## src/rtl/pipeline_hazard_sequencer.sv

```systemverilog
// Stall/flush controller for the five-stage pipeline: load-use bubbles, memory
// handshake freeze with timeout, taken-branch squash, and saturating event counters.
module pipeline_hazard_sequencer #(
   parameter int CNT_W    = 16,
   parameter int WAIT_MAX = 64
) (
   input  logic             clock,
   input  logic             reset,
   input  logic             memReadE,
   input  logic [4:0]       write_regE,
   input  logic [4:0]       read_reg1D,
   input  logic [4:0]       read_reg2D,
   input  logic             memReadM,
   input  logic             memWriteM,
   input  logic             mem_ready,
   input  logic             PCscr,
   output logic             stallF,
   output logic             stallD,
   output logic             stallE,
   output logic             stallM,
   output logic             flushD,
   output logic             flushE,
   output logic             flushM,
   output logic             timeout,
   output logic [CNT_W-1:0] stall_count,
   output logic [CNT_W-1:0] flush_count
);

   localparam int WC_W = $clog2(WAIT_MAX + 1);

   typedef enum logic [1:0] {RUN, MEM_WAIT, FLUSH, ERROR} state_t;

   state_t            state_q, state_d;
   logic [WC_W-1:0]   waitCnt_q, waitCnt_d;
   logic [CNT_W-1:0]  stallCnt_q, flushCnt_q;
   logic              memPend, loadUse;

   assign memPend = (memReadM | memWriteM) & ~mem_ready;
   assign loadUse = memReadE & (write_regE != 5'd0) &
                    ((write_regE == read_reg1D) | (write_regE == read_reg2D));

   // Control outputs and next state are a pure function of state and inputs;
   // reset forces a full squash so nothing half-formed survives into RUN.
   always_comb begin
      stallF    = 1'b0;
      stallD    = 1'b0;
      stallE    = 1'b0;
      stallM    = 1'b0;
      flushD    = 1'b0;
      flushE    = 1'b0;
      flushM    = 1'b0;
      timeout   = 1'b0;
      state_d   = state_q;
      waitCnt_d = waitCnt_q;
      case (state_q)
         RUN: begin
            if (memPend) begin
               {stallF, stallD, stallE, stallM} = 4'b1111;
               state_d   = (WAIT_MAX <= 1) ? ERROR : MEM_WAIT;
               waitCnt_d = WC_W'(1);
            end else if (PCscr) begin
               {flushD, flushE, flushM} = 3'b111;
               state_d = FLUSH;
            end else if (loadUse) begin
               stallF = 1'b1;
               stallD = 1'b1;
               flushE = 1'b1;
            end
         end
         MEM_WAIT: begin
            if (mem_ready) begin
               waitCnt_d = '0;
               if (PCscr) begin
                  {flushD, flushE, flushM} = 3'b111;
                  state_d = FLUSH;
               end else begin
                  state_d = RUN;
               end
            end else begin
               {stallF, stallD, stallE, stallM} = 4'b1111;
               waitCnt_d = waitCnt_q + WC_W'(1);
               if (waitCnt_q == WC_W'(WAIT_MAX - 1)) state_d = ERROR;
            end
         end
         FLUSH: state_d = RUN;
         ERROR: begin
            {stallF, stallD, stallE, stallM} = 4'b1111;
            timeout = 1'b1;
         end
         default: state_d = RUN;
      endcase
      if (reset) begin
         {stallF, stallD, stallE, stallM} = 4'b0000;
         {flushD, flushE, flushM}         = 3'b111;
         timeout                          = 1'b0;
      end
   end

   // State, wait counter and saturating performance counters.
   always_ff @(posedge clock) begin
      if (reset) begin
         state_q    <= RUN;
         waitCnt_q  <= '0;
         stallCnt_q <= '0;
         flushCnt_q <= '0;
      end else begin
         state_q   <= state_d;
         waitCnt_q <= waitCnt_d;
         if (stallF && (stallCnt_q != {CNT_W{1'b1}})) stallCnt_q <= stallCnt_q + CNT_W'(1);
         if (flushD && (flushCnt_q != {CNT_W{1'b1}})) flushCnt_q <= flushCnt_q + CNT_W'(1);
      end
   end

   assign stall_count = stallCnt_q;
   assign flush_count = flushCnt_q;

endmodule

```

## config.mk

```make
export PLATFORM = sky130hd
export DESIGN_NAME = pipeline_hazard_sequencer
export DESIGN_NICKNAME = d
export VERILOG_FILES = /design/src/rtl/pipeline_hazard_sequencer.sv
export SDC_FILE = /design/constraint.sdc
export NUM_CORES = 1
export LEC_CHECK = 0
export BUFFER_PORTS_ARGS = -buffer_cell sky130_fd_sc_hd__buf_2
export CAP_MARGIN = 20
export CORE_ASPECT_RATIO = 0.6
export CORE_MARGIN = 2
export CORE_UTILIZATION = 43
export DETAILED_ROUTE_END_ITERATION = 8
export GPL_TIMING_DRIVEN = 1
export PLACE_DENSITY = 0.67
export SYNTH_ARGS = -nofsm -noshare
export SYNTH_HDL_FRONTEND = slang
export SYNTH_SLANG_ARGS = --single-unit
```

## constraint.sdc

```tcl
create_clock -name clock -period 6.4 [get_ports clock]
set_input_delay 1.28 -clock clock [delete_from_list [all_inputs] [get_ports clock]]
set_output_delay 1.28 -clock clock [all_outputs]
set_load 0.005 [all_outputs]
```

# After elaboration in Yosys (flattened, before gate mapping)
# Index checks and enable logic that the tools add are counted.
[op_classes]
n_addsub = 3
n_eq_ne = 11
mux = 29
bitwise = 6
n_reduce_logical = 8
[op_table]
columns = ["operator", "n"]
rows = [
  ["adder 16 x 1 -> 16 bit, second input constant", 2],
  ["!= test 16 bit, second input constant", 2],
  ["2-to-1 mux 1 bit", 16],
  ["2-to-1 mux 7 bit", 2],
  ["case mux 7 bit (2 select lines)", 1],
  ["== test 5 bit", 2],
  ["2-to-1 mux 2 bit", 5],
  ["adder 7 x 1 -> 7 bit, second input constant", 1],
  ["== test 7 x 6 -> 1 bit, second input constant", 1],
  ["!= test 3 bit, second input constant", 2],
  ["case mux 1 bit (3 select lines)", 2],
  ["case mux 2 bit (3 select lines)", 1],
  ["nonzero test 5 bit", 1],
  ["== test 2 bit, second input constant", 2],
  ["case mux 1 bit (2 select lines)", 2],
  ["AND 1 bit", 3],
  ["AND reduction 3 bit", 1],
  ["nonzero test 3 bit", 1],
  ["== test 2 x 1 -> 1 bit, second input constant", 1],
  ["logical AND 1 bit", 2],
  ["logical NOT 2 bit", 1],
  ["!= test 2 bit, second input constant", 1],
  ["bitwise OR 1 bit", 2],
  ["AND reduction 2 bit", 1],
  ["2 further kinds", 2],
]
[totals]
regBits = 41
input_bits = 22
out_inout_bits = 40
word_cells = 61

# Longest topological paths before layout
[logic_depth]
ltp_word = 9
depth_mapped = 10

# Worst setup path after synthesis
# Ideal clock, no wire load.
[synth_timing]
kind = "input-to-output"
start = "input write_regE[3]"
end = "output stallF"
arrival_ns = 2.367
required_time_ns = 5.120
setup_slack_ns = 2.753
path_stages = 5
n_path_buf = 1
cell_sequence = "xor2_1 > nor3_1 > a22oi_1 > o31ai_1 > buf_4"
[synth_between]
elab_chain_len = 8
elab_cells_between_ends = 11
cone_classes = "eq/ne: 2; mux: 5; bitwise: 3; reduce/logical: 1"
[synth_lines]
columns = ["item", "line", "text"]
rows = [
  ["start, declared", "10", "input logic [4:0] write_regE,"],
  ["== test 5 bit / nonzero test 5 bit (equally long branches)", "40, 39", ""],
  ["bitwise OR 1 bit / AND 1 bit (equally long branches)", "40, 39", ""],
  ["AND 1 bit *", "39", "assign loadUse = memReadE & (write_regE != 5'd0) &"],
  ["2-to-1 mux 1 bit * (3 in series)", "n/a", ""],
  ["case mux 1 bit (3 select lines) *", "n/a", ""],
  ["2-to-1 mux 1 bit *", "n/a", ""],
  ["end, declared", "17", "output logic stallF,"],
]
# Every way passes the cells marked *; elsewhere a longest branch is shown, timed or not.

# Worst setup path in the final report
[layout_timing]
start = "input write_regE[1]"
end = "output stallF"
[layout_between]
elab_chain_len = 8
elab_cells_between_ends = 11
cone_classes = "eq/ne: 2; mux: 5; bitwise: 3; reduce/logical: 1"
[layout_lines]
columns = ["item", "line", "text"]
rows = [
  ["== test 5 bit / nonzero test 5 bit (equally long branches)", "40, 39", ""],
  ["bitwise OR 1 bit / AND 1 bit (equally long branches)", "40, 39", ""],
  ["AND 1 bit *", "39", ""],
  ["2-to-1 mux 1 bit *", "64", "end else if (loadUse) begin"],
  ["2-to-1 mux 1 bit *", "61", "end else if (PCscr) begin"],
  ["2-to-1 mux 1 bit *", "57", "if (memPend) begin"],
  ["case mux 1 bit (3 select lines) *", "55", "case (state_q)"],
  ["2-to-1 mux 1 bit *", "92", "if (reset) begin"],
]
# Marked as above.

==> reports/results.ini <==
[run_status]
status = completed

[pwr]
swShare_pct = 30.51
irDropWorstVdd_v = 0.0001106
p_seq_share_pct = 44.4
combPwrFrac_pct = 24.6
clock_power_share_pct = 31.1
p_switching_mw = 0.1958
pwr_density_cell_nw_per_um2 = 233.2
intPower_mw = 0.4461
p_leak_nw = 1.130

[sta]
max_slew_margin_pct = 53.90
timing.fmax_mhz = 249.0
fin_skew_ns = 0.007726
fin_crit_ns = 4.016
finalMaxSlewViolations = 0
worst_slew_pin_slew_ns = 0.6915
setup_viol = 0
hold_violations = 0
rsz0062_at_grt = no
setup_slack_ns = 2.384
fin_crit_sh_pct = 62.76
setup_tns_ns = 0

[setup_path]
ff2ff_setup_slack_ns = 3.99
max_stage_delay_ns = 0.50
path_depth = 5
critPathTopFamily = compound AO/OA/AOI/OAI gates
worstRegToRegCells = 8
critPathRequiredTime_ns = 5.12
cp-end-kind = primary output
path_max_fanout = 4
slowest_stage = or4_1
critPathLaunch = write_regE[1]
cp_cell_sequence = buf_2, or4_1, o21ai_0, o31ai_1, buf_2
cp.buffers_inverters = 2
cp.arrival_ns = 2.74
critical_path_class = in -> out
crit_end = stallF
start_kind = primary input
crit_path_frequent_cell = buf_2
r2r_end = stall_count[15]
worstReg2RegStart = state_q[0]

[drt]
drt_iter0_markers = 107
drt-total-wl_um = 5512
topRoutingLayerUsed = met4
route.detailed.drc = 0
ant_nets = 0
wl_met3_um = 387
vias = 2237
drt-met1-wl_um = 2941
routed_via_density = 5.483
routedWlPerCell_um = 13.51
firstDrtPassIters = 4
wl_met2_um = 2148

[final_layout]
area_delta_synth_final_pct = 18.03
final-seq-area_um2 = 820.8
finalNetCount = 372
multi_input_area_um2 = 1395
drive_above_1_share_pct = 21.05
final_cell_area_um2 = 2753
diodes = 0
fillers = 497

[synthesis]
synth.area.top_cells = dfxtp_1 35%, xor2_1 7.5%, nor2_1 5.8%, nand3_1 4.9%, ha_1 4.3%
synthAdderAreaFrac_pct = 4.292
syn_inst = 284
netlist_area_um2 = 2332
yosysTopAreaCellShare_pct = 35.19
seq_area_frac_synth_pct = 35.19
syn_avg_cell_area_um2 = 8.212
yosysTopAreaCell = dfxtp_1
synth_top_family_by_area = simple AND/OR/NAND/NOR gates
ys_types = 39
yosys.area_share.simple_pct = 29.08
synthMuxAreaShare_pct = 2.200
syn_nets = 314
ys_ff_latch = 41
synth_xor_xnor_area_share_pct = 11.64
yosys_warnings = 0
synth_compound_area_share_pct = 12.61

[grt]
gr-usage-all-layers_pct = 18.86
grt_pass1_wl_um = 9059
antenna_found_initial = 0
grt_pass1_vias = 1926
grt_max_degree = 38
grt_overflow = 0

[clock_network]
clk_pin_slew_ns = 0.07
clockBufferDepth = 2
clk_latency_ns = 0.29
clock_sinks = 41
cts_setup_buffers = 0
htreeDepth = 2
post_cts_resized = 0
cts_buffers = 5
cts_tree = yes
hold_buffers = 0
clockRootBuffer = clkbuf_8

[placed_design]
dpl.hpwl_um = 4116
place_ws_ns = 2.433
gp_congestion = 0.8517
place_area_um2 = 2649
io_buffers = 61

[die]
rows = 20
ioPinCount = 62
die_w_um = 99.08
die_h_um = 61.05
core-area_um2 = 5155
dieArea_um2 = 6048
start_util_pct = 45.24

[min_path]
min_path_type = reg -> reg

[run]
drv_cap = 0

-- synthesized netlist by cell type, drive strengths merged --
cell type and instances:
nor3b 2, nand4 9, clkbuf 4, mux2i 4, and3 7, or3b 1, nor4 5, o21ai 16
o31ai 7, nor4b 1, nand3 23, buf 6, and4 3, o21bai 1, or3 9, ha 8
nor2b 2, a22oi 1, xnor2 11, o21a 2, dfxtp 41, a41oi 1, a21oi 17, nor2 37
nand2 12, or4 6, nor3 7, and2 2, mux2 1, nand3b 2, inv 12, a211oi 3
o211ai 1, xor2 20
-- layout by cell type (no fill, tap or decap), types with 2 or more instances in the layout --
cell and n:
a21oi_1 17, nor2_1 36, or3_1 9, xor2_1 20, nand4_1 9, buf_2 61, nor2b_1 2, clkbuf_8 5
nand2_1 12, ha_1 8, and2_1 2, o31ai_1 7, inv_1 12, mux2i_1 4, a211oi_1 3, or4_1 6
nand3_1 23, and3_1 7, dfxtp_1 41, and4_1 3, o21ai_1 9, nor3b_1 2, nand3b_1 2, o21ai_0 7
nor3_1 6, nor4_1 5, xnor2_1 11
-- routing by layer --
layer,vias to the layer above,global-route usage [%]
met1,1011,28.44
li1,1138,-
met4,0,5.088
met2,83,27.03
met3,5,4.540
met5,-,0
-- sequential cells by signal, indices dropped and copies added, names as in the netlist --
signal / count
waitCnt_q: 7
state_q: 2
flush_count: 16
stall_count: 16
-- worst min-delay path by stage --
| stage | from | endpoint | slack (ns) | cells past startpoint |
|---|---|---|---|---|
| 5_1_grt | stall_count[15] | stall_count[15] | 0.57 | 2 |
| 6_report | waitCnt_q[6] | waitCnt_q[6] | 0.51 | 2 |
| 3_3_place_gp | waitCnt_q[6] | waitCnt_q[6] | 0.49 | 2 |
| 4_1_cts | waitCnt_q[6] | waitCnt_q[6] | 0.51 | 2 |
| 3_5_place_dp | waitCnt_q[6] | waitCnt_q[6] | 0.49 | 2 |
| 2_1_floorplan | waitCnt_q[6] | waitCnt_q[6] | 0.47 | 2 |
-- worst register-to-register path: stages, from the launching register on --
cell and delay, ns:
dfxtp_1 0.43, inv_1 0.09, ha_1 0.23, nor2_4 0.10
nand3b_1 0.11, or3b_1 0.40, o21a_4 0.30, or4_1 0.52
a21oi_1 0.15
-- stage by stage --
| step | power (mW) | hold slack [ns] | instances | utilization [%] |
|---|---|---|---|---|
| CTS | 0.6499 | 0.5107 | 408 | 53.40 |
| detailed placement | 0.4469 | 0.4888 | 401 | 51.38 |
| global route | 0.6841 | 0.5689 | 408 | 53.40 |
| global placement | 0.4435 | 0.4881 | 401 | 51.38 |
| finish | 0.6420 | 0.5076 | 408 | 53.40 |
| floorplan | 0.4097 | 0.4704 | 284 | - |
-- cell type report --
class	instances	area share (%)
Clock buffer	5	2.500
Clock inverter	2	1.273
Inverter	12	1.636
Multi-Input combinational cell	221	50.68
Sequential cell	41	29.82
Tap cell	66	3.000
Timing Repair Buffer	61	11.09
-- power groups by stage --
stage	Clock, mW	Combinational (mW)	Sequential [mW]
after floorplan	0	0.123	0.286
after global routing	0.219	0.177	0.287
final	0.199	0.158	0.285
after global placement	0	0.154	0.289
after CTS	0.207	0.158	0.285
after detailed placement	0	0.157	0.290
-- logic make-up after synthesis --
| logic type | Yosys count |
|---|---|
| AND/OR/NAND/NOR | 128 |
| AO/OA/AOI/OAI | 49 |
| flip-flops | 41 |
| XOR/XNOR | 31 |
| buffers and inverters | 22 |
| adder cells (fa/ha/maj) | 8 |
| multiplexers | 5 |
No activity file was read; power rests on OpenSTA's default activity.
